--- src/rtl/voice_allocator.sv ---
// -----------------------------------------------------------------------------
// voice_allocator
//
// Shares NUM_VOICES synth channels between one stream of note-on/note-off
// events. Every event passes through a three-state pipeline:
// IDLE (accept) -> MATCH (pick target voice) -> APPLY (update voice state).
// A note-on retriggers a voice that already plays the same pitch. Otherwise it
// takes the lowest-index free voice. If no voice is free, it steals the oldest
// voice. A note-off releases the voice that plays its pitch. Voice age is kept
// as a rank permutation, where rank 0 is the newest voice.
//
// Ports
//   clk       in   system clock
//   rst       in   synchronous reset, active low
//   ev_valid  in   event present
//   ev_ready  out  event accepted when ev_valid && ev_ready (IDLE only)
//   ev_on     in   1 = note-on, 0 = note-off
//   ev_pitch  in   12-bit channel pitch code (passed through unchanged)
//   ev_wave   in   waveform for note-on (0 sq, 1 tri, 2 sine, 3 saw)
//   all_off   in   panic: silence all voices and drop any pending event
//   v_pitch   out  per-voice pitch, voice i at [12i+11:12i]
//   v_wave    out  per-voice waveform, voice i at [2i+1:2i]
//   v_ena     out  per-voice channel enable
//   steal     out  one-cycle pulse while a stealing note-on is in APPLY
// -----------------------------------------------------------------------------
module voice_allocator #(
  parameter int NUM_VOICES = 4
) (
  input  logic                       clk,
  input  logic                       rst,
  input  logic                       ev_valid,
  output logic                       ev_ready,
  input  logic                       ev_on,
  input  logic [11:0]                ev_pitch,
  input  logic [1:0]                 ev_wave,
  input  logic                       all_off,
  output logic [12*NUM_VOICES-1:0]   v_pitch,
  output logic [2*NUM_VOICES-1:0]    v_wave,
  output logic [NUM_VOICES-1:0]      v_ena,
  output logic                       steal
);

  localparam int RW = $clog2(NUM_VOICES);

  typedef enum logic [1:0] {
    ST_IDLE,
    ST_MATCH,
    ST_APPLY
  } state_t;

  state_t state_q, state_d;

  // Latched event
  logic          ev_on_q;
  logic [11:0]   ev_pitch_q;
  logic [1:0]    ev_wave_q;

  // Target chosen in MATCH and consumed in APPLY
  logic [RW-1:0] tgt_q;
  logic          tgt_hit_q;

  // Voice state
  logic [11:0]           pitch_q [NUM_VOICES];
  logic [1:0]            wave_q  [NUM_VOICES];
  logic [RW-1:0]         rank_q  [NUM_VOICES];
  logic [NUM_VOICES-1:0] active_q;

  // Target selection, evaluated from the latched event
  logic          match_any, free_any;
  logic [RW-1:0] match_idx, free_idx, oldest_idx;
  logic          sel_hit, sel_steal;
  logic [RW-1:0] sel_tgt;

  logic          accept;
  logic [RW-1:0] old_rank;

  // ---------------------------------------------------------------------------
  // FSM next state and handshake.
  // ev_ready depends only on state, all_off and rst. It never depends on
  // ev_valid. rst gates it so that ev_ready stays low while reset is held.
  // ---------------------------------------------------------------------------
  // NOTE: every signal in a combinational block gets a default value first.
  // Otherwise a path that does not assign it infers a latch.
  always_comb begin
    state_d  = state_q;
    ev_ready = 1'b0;
    case (state_q)
      ST_IDLE: begin
        ev_ready = rst && !all_off;
        if (ev_valid && ev_ready) state_d = ST_MATCH;
      end
      ST_MATCH: state_d = ST_APPLY;
      ST_APPLY: state_d = ST_IDLE;
      default:  state_d = ST_IDLE;
    endcase
  end

  assign accept = ev_valid && ev_ready;

  // ---------------------------------------------------------------------------
  // Target search. The loop runs from the top index down, so the last hit
  // written wins and lowest-index priority comes out naturally. Exactly one
  // voice holds rank NUM_VOICES-1, because ranks are a permutation.
  // ---------------------------------------------------------------------------
  always_comb begin
    match_any  = 1'b0;
    match_idx  = '0;
    free_any   = 1'b0;
    free_idx   = '0;
    oldest_idx = '0;
    for (int i = NUM_VOICES - 1; i >= 0; i--) begin
      if (active_q[i] && (pitch_q[i] == ev_pitch_q)) begin
        match_any = 1'b1;
        match_idx = RW'(i);
      end
      if (!active_q[i]) begin
        free_any = 1'b1;
        free_idx = RW'(i);
      end
      if (rank_q[i] == RW'(NUM_VOICES - 1)) oldest_idx = RW'(i);
    end

    sel_hit   = 1'b0;
    sel_tgt   = '0;
    sel_steal = 1'b0;
    if (ev_on_q) begin
      sel_hit = 1'b1;
      if (match_any) begin
        sel_tgt = match_idx;             // retrigger the same pitch
      end else if (free_any) begin
        sel_tgt = free_idx;
      end else begin
        sel_tgt   = oldest_idx;          // evict the oldest voice
        sel_steal = 1'b1;
      end
    end else begin
      sel_hit = match_any;               // a note-off with no match does nothing
      sel_tgt = match_idx;
    end
  end

  assign old_rank = rank_q[tgt_q];

  // ---------------------------------------------------------------------------
  // State registers. all_off comes right after reset in priority: it clears
  // every active bit and drops the event in flight. It leaves pitch, wave and
  // rank untouched.
  // ---------------------------------------------------------------------------
  // NOTE: clocked state uses non-blocking assignments only. Every register
  // then samples pre-edge values, so the rank shuffle reads consistent old ranks.
  always_ff @(posedge clk) begin
    if (!rst) begin
      state_q    <= ST_IDLE;
      ev_on_q    <= 1'b0;
      ev_pitch_q <= '0;
      ev_wave_q  <= '0;
      tgt_q      <= '0;
      tgt_hit_q  <= 1'b0;
      steal      <= 1'b0;
      active_q   <= '0;
      // NOTE: the voice table is a handful of flops, not a RAM, so it is reset
      // explicitly. The ranks must start as a valid permutation (rank[i] = i).
      for (int i = 0; i < NUM_VOICES; i++) begin
        pitch_q[i] <= '0;
        wave_q[i]  <= '0;
        rank_q[i]  <= RW'(i);
      end
    end else if (all_off) begin
      state_q   <= ST_IDLE;
      tgt_hit_q <= 1'b0;
      steal     <= 1'b0;
      active_q  <= '0;
    end else begin
      state_q <= state_d;

      if (accept) begin
        ev_on_q    <= ev_on;
        ev_pitch_q <= ev_pitch;
        ev_wave_q  <= ev_wave;
      end

      // steal is high for the single cycle spent in APPLY
      steal <= (state_q == ST_MATCH) && sel_steal;

      if (state_q == ST_MATCH) begin
        tgt_q     <= sel_tgt;
        tgt_hit_q <= sel_hit;
      end

      if ((state_q == ST_APPLY) && tgt_hit_q) begin
        if (ev_on_q) begin
          pitch_q[tgt_q]  <= ev_pitch_q;
          wave_q[tgt_q]   <= ev_wave_q;
          active_q[tgt_q] <= 1'b1;
          // Target becomes newest. Voices newer than the target age by one.
          // Older voices keep their rank, so the ranks stay a permutation.
          for (int i = 0; i < NUM_VOICES; i++) begin
            if (RW'(i) == tgt_q) begin
              rank_q[i] <= '0;
            end else if (rank_q[i] < old_rank) begin
              rank_q[i] <= rank_q[i] + RW'(1);
            end
          end
        end else begin
          active_q[tgt_q] <= 1'b0;       // release, keep pitch/wave/rank
        end
      end
    end
  end

  // ---------------------------------------------------------------------------
  // Registered copies of the voice table drive the channel inputs.
  // ---------------------------------------------------------------------------
  always_ff @(posedge clk) begin
    if (!rst) begin
      v_pitch <= '0;
      v_wave  <= '0;
      v_ena   <= '0;
    end else begin
      for (int i = 0; i < NUM_VOICES; i++) begin
        v_pitch[12*i +: 12] <= pitch_q[i];
        v_wave[2*i +: 2]    <= wave_q[i];
      end
      v_ena <= active_q;
    end
  end

endmodule

--- config.mk ---
export PLATFORM = sky130hd
export DESIGN_NAME = voice_allocator
export DESIGN_NICKNAME = d
export VERILOG_FILES = /design/src/rtl/voice_allocator.sv
export SDC_FILE = /design/constraint.sdc
export NUM_CORES = 1
export LEC_CHECK = 0
export BUFFER_PORTS_ARGS = -buffer_cell sky130_fd_sc_hd__buf_2
export CAP_MARGIN = 10
export CORE_MARGIN = 2
export CORE_UTILIZATION = 60
export DETAILED_ROUTE_END_ITERATION = 12
export GPL_TIMING_DRIVEN = 1
export PLACE_DENSITY = 0.83
export SLEW_MARGIN = 10
export SYNTH_ARGS = -nofsm -noshare
export SYNTH_HDL_FRONTEND = slang
export SYNTH_SLANG_ARGS = --single-unit
--- constraint.sdc ---
create_clock -name clk -period 5.8 [get_ports clk]
set_input_delay 0.58 -clock clk [delete_from_list [all_inputs] [get_ports clk]]
set_output_delay 0.58 -clock clk [all_outputs]
set_load 0.01 [all_outputs]
# Yosys cells after proc, flatten, opt, wreduce, memory -nomap -nowiden
# Memories as Yosys holds them, arrays and structs flattened. A register that Yosys moved wholly into a read port is not among the register bits.
# Index checks and enable logic that the tools add are counted.
# op_classes
n_addsub	4
mul	0
div_mod_pow	0
n_lt_le_gt_ge	6
n_eq_ne	14
shifts	0
muxes	107
bitwise	13
reduce_logical	22
# op_table
cell	count
$mux W1	74
$mux W2	29
$eq A12 B12 Y1	4
$mux W12	1
$reduce_or A12 Y1	1
$eq A2 B2 Y1 const B	5
$logic_and A1 B1 Y1	10
$add A2 B1 Y2 const B	4
$lt A2 B2 Y1	4
$or A1 B1 Y1	8
$logic_not A1 Y1	5
$and A4 B4 Y4	1
$eq A2 B2 Y1 const A	2
$logic_not A2 Y1	2
$mux W4	1
$not A4 Y4	1
$or A4 B4 Y4	1
$pmux W2 S2	1
$reduce_and A2 Y1	2
$reduce_or A2 Y1	2
$lt A2 B3 Y1 const B	1
$demux W1 S2	1
$eq A1 B2 Y1 const A	1
$eq A2 B1 Y1 const B	1
other kinds (3)	4
# word_totals
ff_bits	77
latchBits	0
ramBits	64
mem_bits_ro	0
input_bits	19
out_inout_bits	62
word_cells	179
n_memories	3
# mem_list
memory	depth	word_bits	rd	rd_clocked_by_memory_dff	wr	line	rtl
pitch_q	4	12	4	0	4	63	logic [11:0] pitch_q [NUM_VOICES];
rank_q	4	2	5	1	4	65	logic [RW-1:0] rank_q [NUM_VOICES];
wave_q	4	2	4	4	4	64	logic [1:0] wave_q [NUM_VOICES];

# Depth between registers and ports, before layout
# depth
ltp_word	10
mapped_depth	7
depth_no_buf	6

# Worst setup path before layout
# OpenSTA, ideal clock, no wires.
# synth_timing
path_type	input to register
from	input all_off
to	memory rank_q[1][0] (netlist bit) (enable)
setup_time_ns	0.296
arrival_time_ns	2.494
required_ns	5.504
setup_slack_ns	3.009
cell_stages	4
n_path_buf	1
path_cell_list	or3b_1 -> buf_2 -> o21ai_0 -> or2_2
# synth_lines
element	line	rtl
from (decl)	36	input logic all_off,
to (decl)	65	

# Worst setup path after layout
# layout_timing
from	input rst
to	output ev_ready
# layout_via
elab_chain_len	2
# layout_lines
element	line	rtl
from (decl)	30	input logic rst,
$logic_and A1 B1 Y1	89	ev_ready = rst && !all_off;
$mux W1	87	case (state_q)
to (decl)	32	output logic ev_ready,
# Every way passes these cells.

==> impl_metrics.toml <==
[cells_and_area]
drive_gt1_share_pct = 23.1
instances_no_fill = 740
final_nets = 621
final_common_cell = "dfxtp_1"
antennaDiodeCount = 0
syn2layout_area_growth_pct = 16.2
final_cell_mix = "dfxtp_1 (87), buf_2 (80), edfxtp_1 (64)"

[placement]
gp_congestion = 0.882
hpwlAfterDp_mm = 8.78
numPortBuffers = 80
placed_cells = 708

[yosys]
yosys.area.top_type = "edfxtp_1"
synth_seq_cells = 151
synth_area_leaders = "edfxtp_1 (32%), dfxtp_1 (29%), xnor2_1 (6.8%)"
ys_warn_count = 0
ys_seq_area_share_pct = 60.8
synthArstFlopShare_pct = 0
synth_top_area_share_pct = 31.9
netlist_area_um2 = 6020
synth-edff-count = 64
ys.flop_type = "dfxtp_1"
syn_area_per_cell_um2 = 11.5
netlist_instances = 524
syn-num-nets = 551
ys_types = 48

[sta]
worst_slew_pin_slew_ns = 0.940
hold_viol = 0
max_freq_mhz = 336
fin_crit_ns = 2.98
setup_viol = 0
period_share_pct = 51.3
drv_slew = 0
rsz0062_at_grt = "false"
slew_headroom_pct = 37.3
fin_setup_tns_ns = 0
clock_skew_ns = 0.00973

[drt]
vias_per_cell = 5.52
final_antenna_net_count = 0
first_pass_iters = 8
drc_errors = 0
routed_wl_mm = 12.9
vias = 4082
routedWlPerCell_um = 17.4
drtIter0Drc = 414

[clock_tree]
post_cts_resize_count = 0
cts-hold-fix-buffers = 0
cts.sinks = 151
cts_tree = "built"
clk_pin_slew_ns = 0.06
insertion_delay_ns = 0.53
htreeDepth = 4
cts_buffers = 17
cts_root_buffer = "clkbuf_8"
clockBufferDepth = 2
post-cts-setup-buffers = 0

[setup_path]
timing_worst_setup_path_type = "input pin to primary output"
worstPathRequired_ns = 5.22
cp-start-kind = "input pin"
r2r_slack_ns = 3.52
crit_arrival_ns = 2.40
crit_path_max_fanout = 68
end_kind = "primary output"

[grt]
overflow = 0
antenna_found_initial = 0
grt_max_degree = 69
grt_pass1_vias = 3944
grt_pass1_wl_mm = 20.4
grtUsageTotal_pct = 25.1

[pwr]
p_leak_uw = 0.00297
power.density_nw_per_um2 = 329
vdd_drop_max_uv = 183

[job]
maxCapViolations = 0

[floorplanning]
die_x_um = 104
die_h_um = 104
pin_count = 81
initial_core_util_pct = 61.6
rows = 36
core_area_um2 = 9770
die-area_um2 = 10900

[run_status]
outcome = "finished clean"

[hold_path]
min_path_type = "input pin to register"
## stage by stage
step	worst slack (ns)	utilization, %	area, um^2	power, uW	hold WS [ns]
after global placement	2.77	65.8	6430	1280	0.433
after detailed placement	2.62	65.8	6430	1290	0.438
after global routing	2.63	71.6	7000	2370	0.288
after CTS	2.79	71.6	7000	2320	0.274
final	2.82	71.6	7000	2310	0.295
after floorplan	3.01	-	6020	1250	0.426
## synthesized netlist by cell type, types with 2 or more instances
library cell	n
clkbuf_1	17
nand4b_1	3
edfxtp_1	64
nor2_1	58
buf_6	6
dfxtp_1	87
nor2b_1	3
nand2_1	32
ha_1	8
o22a_1	3
nand3_1	19
o32a_1	2
inv_1	22
a31oi_1	3
nand4_1	8
nor4_1	2
nand2_4	9
buf_1	3
and2_1	60
buf_4	2
mux4_2	2
nor3_1	2
buf_2	4
nand2b_1	7
xnor2_1	47
or2_2	2
a21oi_1	17
o21ai_0	11
nor3b_1	2
## area by class of cell
cell class                      count  area (um^2)
Inverter                           22         82.6
Tap cell                          133          166
Clock buffer                       19          453
Multi-Input combinational cell    318         2080
Sequential cell                   151         3660
Clock inverter                     13          116
Fill cell                         681         2780
Timing Repair Buffer               84          430
## report_power, final
part           total, uW  switching (uW)  internal (uW)
Sequential          1160            24.7           1140
Clock               1040             431            609
Combinational        103            57.2           46.0
Total               2310             513           1790
## worst max-delay path, stage by stage
cell,delay (ns)
buf_2,0.68
nand2b_4,0.13
nor3_2,0.73
buf_2,0.27
## registers in the layout (all words and copies together), names as in the netlist, named ones only
name and cells:
ev_on_q 1, ev_pitch_q 12, ev_wave_q 2, pitch_q 48, rank_q 8, state_q 2, steal 1, tgt_hit_q 1
tgt_q 2, v_ena 4, v_pitch 48, v_wave 8, wave_q 8
## cells by family after synthesis
family	Yosys count	share of synthesized area (%)
adders and majority gates	8	1.66
xor gates and xnor gates	48	7.10
DFF	151	60.8
AOI/OAI and AO/OA	41	4.26
muxes	2	0.748
buffers and inverters	55	4.57
and+or+nand+nor	219	20.8
## final timing paths
kind                start             to  cells after the start
max                   rst       ev_ready                      4
min           ev_pitch[5]  ev_pitch_q[5]                      3
max reg2reg    state_q[1]   rank_q[2][1]                      5
min reg2reg  wave_q[0][1]      v_wave[1]                      1
## per-layer routing
| metal | wire length [um] | vias to the layer above | global-route usage [%] |
|---|---|---|---|
| met5 | 0 | - | 0 |
| met4 | 251 | 0 | 10.6 |
| met3 | 1160 | 25 | 6.02 |
| met2 | 6170 | 241 | 40.4 |
| met1 | 5270 | 1931 | 32.6 |
| li1 | - | 1885 | - |
Note: power is estimated with default switching activity, not from simulation.
